**src/rtl/spi_xfer_ctrl.sv**
```systemverilog
// SPI master transfer sequencer (CPHA=0): TX FIFO -> MOSI, MISO -> RX FIFO, drives SCLK/SS_N.
// Define SPI_LSB_FIRST_EN for LSB-first bit order; MSB-first otherwise.
module spi_xfer_ctrl #(
    parameter int DATA_WIDTH = 8,
    parameter int DIV_WIDTH  = 8
) (
    input  logic                  PCLK,
    input  logic                  PRESETn,
    input  logic                  EN,
    input  logic                  CPOL,
    input  logic [DIV_WIDTH-1:0]  CLKDIV,
    input  logic                  TXFIFO_EMPTY,
    input  logic [DATA_WIDTH-1:0] TX_DATA,
    output logic                  TX_POP,
    input  logic                  RXFIFO_FULL,
    output logic [DATA_WIDTH-1:0] RX_DATA,
    output logic                  RX_PUSH,
    output logic                  SCLK,
    output logic                  MOSI,
    input  logic                  MISO,
    output logic                  SS_N,
    output logic                  BUSY,
    output logic                  XFER_DONE
);

    localparam int EW = $clog2(2 * DATA_WIDTH);
    localparam logic [EW-1:0] LAST_EDGE = EW'(2 * DATA_WIDTH - 1);

    typedef enum logic [1:0] {IDLE, LOAD, SHIFT, STORE} state_t;

    state_t                state, state_nxt;
    logic [DIV_WIDTH-1:0]  div_cnt, clkdiv_q;
    logic [EW-1:0]         edge_cnt;
    logic [DATA_WIDTH-1:0] tx_sr, rx_sr, rx_data_q;
    logic [DATA_WIDTH-1:0] tx_shifted, rx_shifted;
    logic                  sclk_q, ss_n_q, busy_q;
    logic                  tx_pop, rx_push;
    logic                  start_ok, div_zero, leading;

    assign start_ok = EN && !TXFIFO_EMPTY;
    assign div_zero = (div_cnt == '0);
    assign leading  = !edge_cnt[0];

    // MOSI is taken straight from the TX register, so it is registered and
    // naturally returns to 0 once all bits have been shifted out.
`ifdef SPI_LSB_FIRST_EN
    assign MOSI       = tx_sr[0];
    assign tx_shifted = {1'b0, tx_sr[DATA_WIDTH-1:1]};
    assign rx_shifted = {MISO, rx_sr[DATA_WIDTH-1:1]};
`else
    assign MOSI       = tx_sr[DATA_WIDTH-1];
    assign tx_shifted = {tx_sr[DATA_WIDTH-2:0], 1'b0};
    assign rx_shifted = {rx_sr[DATA_WIDTH-2:0], MISO};
`endif

    always_ff @(posedge PCLK or negedge PRESETn) begin
        if (!PRESETn) state <= IDLE;
        else          state <= state_nxt;
    end

    always_comb begin
        state_nxt = state;
        case (state)
            IDLE:  if (start_ok) state_nxt = LOAD;
            LOAD:  if (div_zero) state_nxt = SHIFT;
            SHIFT: if (div_zero && edge_cnt == LAST_EDGE) state_nxt = STORE;
            STORE: if (!RXFIFO_FULL) state_nxt = start_ok ? LOAD : IDLE;
            default: state_nxt = IDLE;
        endcase
    end

    // Strobes are gated by reset so nothing leaks out while PRESETn is low.
    always_comb begin
        tx_pop  = 1'b0;
        rx_push = 1'b0;
        if (PRESETn) begin
            case (state)
                IDLE:  tx_pop = start_ok;
                STORE: begin
                    rx_push = !RXFIFO_FULL;
                    tx_pop  = !RXFIFO_FULL && start_ok;
                end
                default: ;
            endcase
        end
    end

    always_ff @(posedge PCLK or negedge PRESETn) begin
        if (!PRESETn) begin
            div_cnt   <= '0;
            clkdiv_q  <= '0;
            edge_cnt  <= '0;
            tx_sr     <= '0;
            rx_sr     <= '0;
            rx_data_q <= '0;
            sclk_q    <= 1'b0;
            ss_n_q    <= 1'b1;
            busy_q    <= 1'b0;
        end else if (tx_pop) begin
            tx_sr    <= TX_DATA;
            div_cnt  <= CLKDIV;
            clkdiv_q <= CLKDIV;
            edge_cnt <= '0;
            sclk_q   <= CPOL;
            ss_n_q   <= 1'b0;
            busy_q   <= 1'b1;
        end else begin
            case (state)
                IDLE: sclk_q <= CPOL;
                LOAD: div_cnt <= div_zero ? clkdiv_q : div_cnt - 1'b1;
                SHIFT: begin
                    if (div_zero) begin
                        div_cnt  <= clkdiv_q;
                        sclk_q   <= ~sclk_q;
                        edge_cnt <= edge_cnt + 1'b1;
                        if (leading) rx_sr <= rx_shifted;
                        else         tx_sr <= tx_shifted;
                        // Word is complete after the last leading edge; expose it for STORE.
                        if (edge_cnt == LAST_EDGE) rx_data_q <= rx_sr;
                    end else begin
                        div_cnt <= div_cnt - 1'b1;
                    end
                end
                STORE: if (rx_push) begin
                    ss_n_q <= 1'b1;
                    busy_q <= 1'b0;
                end
                default: ;
            endcase
        end
    end

    assign TX_POP    = tx_pop;
    assign RX_PUSH   = rx_push;
    assign XFER_DONE = rx_push;
    assign RX_DATA   = rx_data_q;
    assign SCLK      = sclk_q;
    assign SS_N      = ss_n_q;
    assign BUSY      = busy_q;

endmodule

```
**config.mk**
```make
export PLATFORM = sky130hd
export DESIGN_NAME = spi_xfer_ctrl
export DESIGN_NICKNAME = d
export VERILOG_FILES = /design/src/rtl/spi_xfer_ctrl.sv
export SDC_FILE = /design/constraint.sdc
export NUM_CORES = 1
export LEC_CHECK = 0
export CAP_MARGIN = 20
export CORE_ASPECT_RATIO = 0.8
export CORE_MARGIN = 4
export CORE_UTILIZATION = 53
export DETAILED_ROUTE_END_ITERATION = 10
export PLACE_DENSITY = 0.79
export SLEW_MARGIN = 20
export SYNTH_ARGS = -nofsm -noshare
export SYNTH_HDL_FRONTEND = slang
export SYNTH_SLANG_ARGS = --single-unit
```
**constraint.sdc**
```tcl
create_clock -name PCLK -period 2.7 [get_ports PCLK]
set_clock_uncertainty 0.1 [all_clocks]
set_input_delay 0.27 -clock PCLK [delete_from_list [all_inputs] [get_ports PCLK]]
set_output_delay 0.27 -clock PCLK [all_outputs]
set_load 0.05 [all_outputs]
```
==> metrics.md <==
| Metric | Value |
|---|---|
| Initial Utilization | 0.567 |
| Fmax | approximately 390 MHz |
| CP bufs+invs | 1 |
| CP startpoint kind | flip-flop |
| Initial DRC Count | 86 |
| Vias per cell | 5.56 |
| Largest delay share family, worst path | buffers and inverters |
| Reg power frac | 0.603 |
| # resized after CTS | 0 |
| H-Tree Depth | 2 |
| Largest fanout on the critical path | 5 |
| WS Path Type | flip-flop to output pin |
| Initial antenna violation count | 0 |
| Overall global routing resource usage | 0.180 |
| Power per cell area | slightly above 400 mW/mm² |
| Synth cell types | 54 |
| CP max stage delay | roughly 0.83 ns |
| Status | complete, no violations |
| Pint | ~0.95 mW |
| Post-Syn Nets | approximately 260 |
| Fin crit share | 0.949 |
| Crit end category | output pin |
| Switching share of power | 0.221 |
| First-pass GRT wire length | approximately 8000 µm |
| Commonest non-fill, non-tap cell in the layout | dfrtp_1 |
| Static leakage | roughly 1.4 nW |
| Pins Over Slew Limit | 0 |
| Most frequent cells in the layout | dfrtp_1 (48), clkdlybuf4s50_1 (35), nand2_1 (30), mux2_2 (17), nor2_1 (16) |
| Final cell count without fillers | between 300 and 400 |
| Design Area, Final | about 0.0030 mm² |
| Die height | between 60 and 70 µm |
| Largest net degree at the start of global routing | 37 |
| Post-synth EDFFs | 0 |
| I/O Buffers | 37 |
| # Post-CTS Setup Buffers | 0 |
| Longest Clk Path Bufs | 2 |
| Post-synth ARST share | 1.00 |
| Die X | 83.9 µm |
| Root Buffer | clkbuf_8 |
| Gr busiest metal | met2 |
| Die ar. | 0.00576 mm² |
| Fin nets | just over 300 |
| Final Hold Viols | 0 |
| #FFs+latches synth | 49 |
| Max-Cap Viols | 0 |
| Final min period | about 2.6 ns |
| Comb power frac | 0.043 |
| Setup TNS | 0 ns |
| Ratio of cells with drive above 1 in the final layout | 0.164 |
| RSZ-0062 raised after global routing | no |
| Diode count | 0 |
| FP Rows | 21 |
| Clock transition at the registers of the reported paths | roughly 0.090 ns |
| Worst relative slew slack | 0.665 |
| CTS tree | yes |
| Clock group share of total power | 0.354 |
| Cells along the critical path | ha_1, nor2b_1, and2_1, clkdlybuf4s50_1 |
| GR Layer Usage met2 | 0.288 |
| CTS Buf Count | 5 |
| Worst-skew pair later-pin latency | roughly 0.3 ns |
| Drt total wl | 4680 µm |
| # DRC | 0 |
| Worst IR drop on VDD | 0.000352 V |
| CTS Hold Bufs | 1 |
| Critical path's slowest cell | clkdlybuf4s50_1 |
| Post-synthesis sequential area ratio | 0.503 |
| Core Area | 0.00431 mm² |
| Endpoints failing setup | 0 |
| Mapped Avg Cell Area | 10.6 µm² |
| Cells after synthesis | 230 |
| Post-synth top flop | dfrtp_1 |
| Placer Congestion | a little over 0.8 |
| Pre-Repair DR Iteration Count | 4 |
| Crit path DAT | 2.19 ns |
| Vias | 1839 |
| Vias in the first global route | between 1500 and 2000 |
| DRT antenna net count | 0 |
| Critical path data required time | ~2.3 ns |
| Cell area after placement | roughly 0.0029 mm² |
| Area Overhead vs Synth | 23.1% |
| Met3 Use GR | 0.0416 |
| Net Sw Power | approximately 0.27 mW |
| Synth warn | 0 |
| Global route overflow | 0 |
| Met1 Track Usage GR | 0.246 |
| Total placed cells including tap cells | 322 |
| Drt wl/cell | approximately 14 µm |
| DP HPWL | 3370 µm |
| CTS sink cnt | about 50 |
| Hold/Removal Path Class | flip-flop to flip-flop |
| IO Count | 38 |
| Worst Tran Pin Value | roughly 0.50 ns |
| Post-Synthesis Cell Area | around 0.0024 mm² |
[per-layer routing]
| layer | up-vias | wire, µm | share of wire |
|---|---|---|---|
| li1 | 908 | - | - |
| met1 | 883 | 2240 | 0.48 |
| met4 | 0 | 41 | 0.0088 |
| met5 | - | 0 | 0 |
| met2 | 44 | 2110 | 0.45 |
| met3 | 4 | 290 | 0.062 |
[synthesized netlist by cell type, types with 2 or more instances]
library cell  number  area (µm²)
dfrtp_1           48        1200
nand2_1           30         113
mux2_2            17         191
nor2_1            16        60.1
a21oi_1           11        55.1
o21ai_0           10        50.1
ha_1               8         100
nand3_1            8        40.0
inv_1              7        26.3
mux2i_1            7        70.1
clkbuf_1           6        22.5
o211ai_1           4        30.0
buf_2              3        15.0
nand4_1            3        18.8
nor2b_1            3        18.8
nor3_1             3        15.0
a31oi_1            2        12.5
nor3_4             2        32.5
o211a_1            2        20.0
o31ai_1            2        15.0
or3_1              2        12.5
or4_1              2        15.0
xnor2_1            2        17.5
xor2_1             2        17.5
[final cells by class]
class | count | area (µm²)
Fill cell | 355 | 1300
Sequential cell | 49 | 1230
Multi-Input combinational cell | 163 | 1140
Timing Repair Buffer | 46 | 445
Clock buffer | 6 | 72.6
Tap cell | 57 | 71.3
Inverter | 8 | 30.0
Clock inverter | 2 | 15.0
[worst reg2reg max path, stage by stage, from the launching register on]
cell	delay, ns
dfrtp_1	0.46
inv_1	0.13
ha_1	0.22
nor3b_2	0.24
nand3_2	0.19
nor3_4	0.44
mux2_2	0.39
[stage by stage]
stage / hold WS [ns] / total power [mW] / worst slack (ns) / utilization
2_1_floorplan: -0.126 / 0.751 / 0.130 / -
3_3_place_gp: 0.229 / 0.801 / 0.470 / 0.675
3_5_place_dp: 0.221 / 0.801 / 0.400 / 0.675
4_1_cts: 0.382 / 1.22 / 0.126 / 0.697
5_1_grt: 0.408 / 1.26 / 0.0251 / 0.697
6_report: 0.375 / 1.22 / 0.137 / 0.697
[sequential cells by signal, indices dropped and copies added, names as in the netlist]
signal	cells
RX_DATA	8
div_cnt	8
tx_sr	8
BUSY	1
state	2
SS_N	1
edge_cnt	4
clkdiv_q	8
rx_sr	8
SCLK	1
[final timing paths]
kind / slack (ns) / startpoint / cells after the start / to
setup / recovery: 0.14 / state[1] / 4 / RX_PUSH
hold / removal: 0.37 / clkdiv_q[5] / 2 / clkdiv_q[5]
setup reg to reg: 0.43 / div_cnt[0] / 6 / RX_DATA[5]
hold reg to reg: 0.37 / clkdiv_q[5] / 2 / clkdiv_q[5]
max in group asynchronous: 1.80 / PRESETn / 3 / SS_N
min in group asynchronous: 0.42 / PRESETn / 3 / BUSY
[power by group through the flow]
stage	registers [mW]	clock network (mW)	logic [mW]
floorplan	0.749	0	0.00224
global placement	0.749	0	0.0519
detailed placement	0.749	0	0.0518
CTS	0.734	0.431	0.0533
global route	0.735	0.472	0.0579
finish	0.734	0.431	0.0519
[cell families after synthesis]
group / synth area share
flip-flops: 0.503
XOR/XNOR: 0.0143
AND/OR/NAND/NOR: 0.188
multiplexers: 0.112
buffers and inverters: 0.0307
AO/OA/AOI/OAI: 0.112
adder cells (fa/ha/maj): 0.0410
(Power assumes the default switching activity.)
